### config.mk
export PLATFORM = sky130hd
export DESIGN_NAME = regfile_transfer_sequencer
export DESIGN_NICKNAME = d
export VERILOG_FILES = /design/src/rtl/regfile_transfer_sequencer.sv
export SDC_FILE = /design/constraint.sdc
export NUM_CORES = 1
export LEC_CHECK = 0
export ABC_CLOCK_PERIOD_IN_PS = 4050
export CORE_MARGIN = 1
export CORE_UTILIZATION = 30
export CTS_CLUSTER_DIAMETER = 80
export DETAILED_ROUTE_END_ITERATION = 10
export SETUP_SLACK_MARGIN = 0.15
export SLEW_MARGIN = 20
export SYNTH_ARGS = -nofsm -noshare
export SYNTH_HDL_FRONTEND = slang
export SYNTH_SLANG_ARGS = --single-unit
### constraint.sdc
create_clock -name clk -period 4.05 [get_ports clk]
set_input_delay 0.81 -clock clk [delete_from_list [all_inputs] [get_ports clk]]
set_output_delay 0.81 -clock clk [all_outputs]
set_load 0.05 [all_outputs]
### src/rtl/regfile_transfer_sequencer.sv
// Block-transfer sequencer: moves the registers selected by reg_list to or from
// consecutive memory words, lowest register first; a loaded R15 goes to the PC.
module regfile_transfer_sequencer #(
   parameter int N = 4,
   parameter int M = 32
) (
   input  logic         clk,
   input  logic         reset,
   input  logic         start,
   input  logic         is_load,
   input  logic [15:0]  reg_list,
   input  logic [M-1:0] base_addr,
   output logic [N-1:0] rf_a1,
   input  logic [M-1:0] rf_rd1,
   output logic         rf_we3,
   output logic [N-1:0] rf_a3,
   output logic [M-1:0] rf_wd3,
   output logic         mem_req,
   output logic         mem_we,
   output logic [M-1:0] mem_addr,
   output logic [M-1:0] mem_wdata,
   input  logic         mem_ready,
   input  logic [M-1:0] mem_rdata,
   output logic         pc_we,
   output logic [M-1:0] pc_wd,
   output logic         busy,
   output logic         done,
   output logic [M-1:0] final_addr,
   output logic [1:0]   dbg_state
);

   // Memory handshake: mem_req is held with address/data stable until the
   // cycle where mem_req and mem_ready are both high; that cycle completes the access.
   typedef enum logic [1:0] {
      IDLE = 2'd0,
      XFER = 2'd1,
      WB   = 2'd2,
      DONE = 2'd3
   } state_t;

   localparam logic [N-1:0] PC_IDX = N'(15);

   state_t       state, state_nx;
   logic [15:0]  mask_q, mask_nx, mask_clr;
   logic [M-1:0] addr_q, addr_nx;
   logic         load_q, load_nx;
   logic [M-1:0] data_q, data_nx;
   logic [N-1:0] k_q, k_nx;
   logic [N-1:0] cur_k;

   // Lowest set bit of the remaining mask is the current register.
   always_comb begin
      cur_k = '0;
      for (int i = 15; i >= 0; i--) begin
         if (mask_q[i]) cur_k = N'(i);
      end
   end

   assign mask_clr = mask_q & (mask_q - 16'd1);

   always_ff @(posedge clk or posedge reset) begin
      if (reset) begin
         state  <= IDLE;
         mask_q <= '0;
         addr_q <= '0;
         load_q <= 1'b0;
         data_q <= '0;
         k_q    <= '0;
      end else begin
         state  <= state_nx;
         mask_q <= mask_nx;
         addr_q <= addr_nx;
         load_q <= load_nx;
         data_q <= data_nx;
         k_q    <= k_nx;
      end
   end

   always_comb begin
      state_nx   = state;
      mask_nx    = mask_q;
      addr_nx    = addr_q;
      load_nx    = load_q;
      data_nx    = data_q;
      k_nx       = k_q;
      rf_a1      = '0;
      rf_we3     = 1'b0;
      rf_a3      = '0;
      rf_wd3     = '0;
      mem_req    = 1'b0;
      mem_we     = 1'b0;
      mem_addr   = '0;
      mem_wdata  = '0;
      pc_we      = 1'b0;
      pc_wd      = '0;
      done       = 1'b0;
      final_addr = '0;
      case (state)
         IDLE: begin
            if (start) begin
               mask_nx  = reg_list;
               addr_nx  = base_addr;
               load_nx  = is_load;
               state_nx = (reg_list != 16'd0) ? XFER : DONE;
            end
         end
         XFER: begin
            mem_req   = 1'b1;
            mem_we    = !load_q;
            mem_addr  = addr_q;
            rf_a1     = cur_k;
            mem_wdata = rf_rd1;
            if (mem_ready) begin
               mask_nx = mask_clr;
               addr_nx = addr_q + M'(4);
               if (load_q) begin
                  data_nx  = mem_rdata;
                  k_nx     = cur_k;
                  state_nx = WB;
               end else begin
                  state_nx = (mask_clr == 16'd0) ? DONE : XFER;
               end
            end
         end
         WB: begin
            // R15 is the PC: it is redirected, never written through port 3.
            if (k_q == PC_IDX) begin
               pc_we = 1'b1;
               pc_wd = data_q;
            end else begin
               rf_we3 = 1'b1;
               rf_a3  = k_q;
               rf_wd3 = data_q;
            end
            state_nx = (mask_q == 16'd0) ? DONE : XFER;
         end
         DONE: begin
            done       = 1'b1;
            final_addr = addr_q;
            state_nx   = IDLE;
         end
         default: state_nx = IDLE;
      endcase
   end

   assign busy      = (state != IDLE);
   assign dbg_state = state;

endmodule

### Word level (Yosys, flattened, before mapping)

Cells that the tools add are included.

| operators by class | value |
|---|---|
| $add $sub $neg | 2 |
| eq/ne operators | 6 |
| reductions and logical operators | 11 |
| bitwise operators | 1 |
| muxes and demuxes | 46 |

Operators by type and width:

| operator | number |
|---|---|
| $mux 32 | 9 |
| $mux 4 | 19 |
| $pmux 32 s2 | 1 |
| $add 32x3->32 const B | 1 |
| $logic_not 16->1 | 2 |
| $mux 16 | 2 |
| $pmux 16 s2 | 1 |
| $and 16x16->16 | 1 |
| $reduce_bool 16->1 | 1 |
| $sub 16x1->16 const B | 1 |
| $mux 2 | 6 |
| $pmux 2 s4 | 1 |
| $mux 1 | 7 |
| $reduce_and 3->1 | 2 |
| $eq 2x2->1 const B | 2 |
| $eq 4x4->1 const B | 1 |
| $ne 2x2->1 const B | 2 |
| $reduce_and 2->1 | 2 |
| $reduce_bool 2->1 | 2 |
| $eq 2x1->1 const B | 1 |
| $logic_not 2->1 | 1 |
| $logic_not 1->1 | 1 |

| storage, ports and cells | value |
|---|---|
| output and inout bits | 176 |
| logic and storage cells | 72 |
| flip-flop bits (word level) | 87 |
| bits of input ports | 117 |

### Longest topological paths before layout

| depth | value |
|---|---|
| depth in word-level cells | 17 |
| depth in mapped cells | 8 |
| depth with buffers taken out | 6 |

### Worst setup path before layout

Ideal clock, no wire load.

| timing path | value |
|---|---|
| path kind | reg-to-output |
| start | reg state[0], in the netlist dbg_state[0] |
| end | out rf_a1[1] |
| cell stages (with the launch flop) | 5 |
| arrival time | 2868 ps |
| path buffers | 2 |
| data required time | 3240 ps |
| setup slack | 372 ps |
| cell sequence | dfrtp_1 -> or2b_2 -> clkbuf_1 -> clkbuf_8 -> nor4_1 |

| between the ends | value |
|---|---|
| word-level cells in the longest chain between the ends | 2 |

RTL lines:

| item | RTL line | text |
|---|---|---|
| start, declared | 43 | `state_t state, state_nx;` |
| start signal, assigned | 70 | `state <= state_nx;` |
| $eq 2x1->1 | 98 | `case (state)` |
| $mux 4 | 98 |  |
| end, declared | 13 | `output logic [N-1:0] rf_a1,` |

No other way between the ends.

### Final worst setup path

| timing path | value |
|---|---|
| start | reg mask_q[7] |
| end | out rf_a1[3] |

| between the ends | value |
|---|---|
| word-level cells in the longest chain between the ends | 9 |

RTL lines:

| item | RTL line | text |
|---|---|---|
| start, declared | 44 | `logic [15:0] mask_q, mask_nx, mask_clr;` |
| start signal, assigned | 71 | `mask_q <= mask_nx;` |
| $mux 4 (8 in series) | 55 | `if (mask_q[i]) cur_k = N'(i);` |
| $mux 4 | 98 |  |

No other way between the ends.

==> summary.md <==
| Metric | Value |
|---|---|
| Run status | `complete, no violations` |
| Tot GR Track Use | `20.8%` |
| Leak | `approximately 4.3 nW` |
| IO Count | `293` |
| Syn_nets | `793` |
| Simple-Gate Fraction of Synth Area | `33.4%` |
| Slew HR | `a little over two fifths` |
| Area Overhead vs Synth | `76.7%` |
| PortBufs | `292` |
| Via count | `5973` |
| Clk_skew | `about 0.0083 ns` |
| Clk Latency, worst-skew pair | `between 0.3 and 0.4 ns` |
| Worst IR Drop VDD | `about 0.57 mV` |
| Post-synthesis cell count | `between 600 and 700` |
| Fillers | `roughly 1800` |
| Clock slew at reported path FFs | `about 0.070 ns` |
| Largest family of logic cells by synthesized area | `simple AND/OR/NAND/NOR gates` |
| Post-synthesis compound-gate area fraction | `around 16%` |
| Crit path arrival time | `about 2.7 ns` |
| Post-CTS Setup Bufs | `0` |
| Fin nets | `about 1100` |
| Worst hold path class | `flop to flop` |
| First-pass DRT Iterations | `7` |
| H-tree levels | `3` |
| Critical path required time | `~3.2 ns` |
| Post-synthesis mux area share | `6.51%` |
| Final ANT Viol Nets | `0` |
| Ys async rst share | `100%` |
| WS Path Type | `flop to output pin` |
| Period minus WS final | `about 3.6 ns` |
| DIE WIDTH | `between 100 and 150 um` |
| Max cap viols | `0` |
| Netlist Area Pre-Place | `between 5000 and 6000 sq um` |
| Cell variety after synth | `slightly below 60` |
| First-pass GRT wire length | `~32 mm` |
| Top post-synthesis cells by area | `dfrtp_1, and2_1, mux2_2, nand2_1, and3_1` |
| Initial antenna violation count | `0` |
| Detail Placement HPWL | `15.0 mm` |
| Core footprint | `about 19000 sq um` |
| Root Buffer | `clkbuf_16` |
| Largest net degree at the start of global routing | `102` |
| Pwr dens | `about 860 nW/um^2` |
| Number of synthesized flops with an enable pin | `0` |
| Full die area | `just under 20000 sq um` |
| Number of global-route vias before repair | `about 5700` |
| CTS sink cnt | `87` |
| Synth top area share | `a little under two fifths` |
| CP endpoint kind | `output pin` |
| Die Ht | `140 um` |
| Tcrit/Tclk final | `87.7%` |
| Total grt overflow | `0` |
| Total CTS buffers | `9` |
| Register area share after synthesis | `38.3%` |
| Worst-Margin Slew | `0.859 ns` |
| Vias per cell | `just over 5` |
| Mean post-synth cell area | `~8.4 sq um` |
| Top FF cell, synth | `dfrtp_1` |
| Number of setup violations in the final report | `0` |
| Final Max Slew Viols | `0` |
| GPL Wtd Cong | `approximately 0.87` |
| CP startpoint kind | `flop` |
| # DRC | `0` |
| Max Buffers Root-to-Sink | `2` |
| Pwr Total | `around 8.7 mW` |
| Synth Area in Adders | `less than 1%` |
| CTS tree | `built` |
| Final wirelength | `20.2 mm` |
| Synth Register Bits | `between 80 and 90` |
| Synth Area in XOR/XNOR | `0%` |
| Layout cells sized above 1 | `between 10% and 20%` |
| Yosys warnings | `0` |
| Wire length per cell | `~17 um` |
| Row cnt | `50` |
| Peak fanout along the critical path | `8` |
| FMAX | `around 280 MHz` |
| RSZ-0062 raised after global routing | `no` |
| ANT cells | `0` |
| Final setup TNS | `0 ns` |
| Largest area contributor in the netlist | `dfrtp_1` |
| Initial core utilization | `between 30 and 40%` |
| Final hold vios | `0` |
| Iter 0 DRT Violations | `roughly 200` |
==> cell usage after synthesis, drive strengths merged, types with 4 or more instances <==
| cell type | instances |
|---|---|
| a21oi | 39 |
| a22o | 12 |
| a2bb2oi | 7 |
| a31oi | 7 |
| and2 | 126 |
| and3 | 38 |
| buf | 4 |
| clkbuf | 45 |
| dfrtp | 87 |
| inv | 18 |
| mux2 | 32 |
| nand2 | 64 |
| nand3 | 18 |
| nand4 | 7 |
| nor2 | 44 |
| nor2b | 5 |
| nor3 | 9 |
| nor4 | 14 |
| o211ai | 4 |
| o21ai | 26 |
| o22a | 6 |
| o22ai | 11 |
| o31ai | 4 |
| or3 | 4 |
| or4 | 5 |
==> worst max-delay path: stages (launching register included) <==
cell and delay, ns:
dfrtp_1 0.46, nor4_2 0.55, nand2_1 0.21, a31o_2 0.26
nor2_1 0.09, clkdlybuf4s50_1 0.83
==> per-stage QoR <==
stage / util, % / hold slack [ns] / cell area [sq um] / std cells / setup slack (ns)
floorplan: - / 0.451 / 5690 / 675 / 0.372
global placement: 52.3 / 0.480 / 9760 / 1164 / 0.769
detailed placement: 52.3 / 0.485 / 9760 / 1164 / 0.715
CTS: 53.9 / 0.506 / 10000 / 1180 / 0.317
global route: 53.9 / 0.537 / 10100 / 1180 / 0.366
finish: 53.9 / 0.502 / 10100 / 1180 / 0.498
==> kinds of logic after synthesis <==
logic type | Yosys count
AO/OA/AOI/OAI | 141
adder cells (fa/ha/maj) | 2
buffers and inverters | 68
flip-flops | 87
multiplexers | 33
AND/OR/NAND/NOR | 344
==> registers in the layout (all words and copies together) (netlist names) <==
name / flops
load_q: 1
k_q: 4
mask_q: 16
dbg_state: 2
data_q: 32
addr_q: 32
==> routing by layer <==
| metal | up-vias | global-route usage, % | wire length (um) |
|---|---|---|---|
| met5 | - | 0 | 0 |
| met4 | 0 | 5.84 | 314 |
| met3 | 18 | 6.19 | 1620 |
| met2 | 247 | 33.7 | 9370 |
| met1 | 2793 | 26.7 | 8880 |
| li1 | 2915 | - | - |
==> layout by cell type (no fill, tap or decap), types with 7 or more instances in the layout <==
cell type | netlist | layout
a2bb2oi_1 | 7 | 7
nand2_1 | 64 | 64
nand3_1 | 17 | 16
nor2_1 | 44 | 43
and3_1 | 36 | 36
clkdlybuf4s50_1 | 0 | 192
o22ai_1 | 11 | 11
and2_1 | 124 | 124
nand4_1 | 7 | 7
nor4_1 | 13 | 12
dfrtp_1 | 87 | 87
clkbuf_16 | 0 | 9
buf_4 | 0 | 14
a31oi_1 | 7 | 7
inv_1 | 18 | 17
mux2_2 | 32 | 32
nor3_1 | 9 | 9
a22o_1 | 12 | 12
o21ai_0 | 26 | 26
buf_12 | 0 | 98
a21oi_1 | 39 | 39
==> repair_timing <==
item                                    CTS  global route
gates resized for setup                   0             1
hold buffers                              0             0
endpoints found under the setup margin    0             1
==> worst paths after layout <==
kind / from / to / slack (ns) / cells past startpoint
max in group asynchronous: reset / data_q[24]$_DFFE_PP0P_ / 2.46 / 3
min in group asynchronous: reset / data_q[16]$_DFFE_PP0P_ / 0.94 / 2
worst min-delay path: addr_q[1]$_DFFE_PP0P_ / addr_q[1]$_DFFE_PP0P_ / 0.50 / 2
worst max-delay path: mask_q[7]$_DFFE_PP0P_ / rf_a1[3] / 0.50 / 5
worst min register to register: addr_q[1]$_DFFE_PP0P_ / addr_q[1]$_DFFE_PP0P_ / 0.50 / 2
worst max register to register: dbg_state[1]$_DFFE_PP0P_ / data_q[19]$_DFFE_PP0P_ / 1.55 / 5
==> power by group <==
part | switching (mW) | total [mW] | internal (mW)
Sequential | 0.499 | 1.79 | 1.30
Clock | 0.389 | 0.818 | 0.429
Combinational | 3.51 | 6.05 | 2.54
==> area by class of cell <==
type / instances / area, sq um / area share (%)
Tap cell: 234 / 293 / 2.91
Sequential cell: 87 / 2180 / 21.7
Clock buffer: 9 / 225 / 2.24
Clock inverter: 7 / 62.6 / 0.622
Multi-Input combinational cell: 520 / 3230 / 32.2
Timing Repair Buffer: 304 / 3990 / 39.7
Inverter: 19 / 73.8 / 0.734
(Power assumes the default switching activity.)
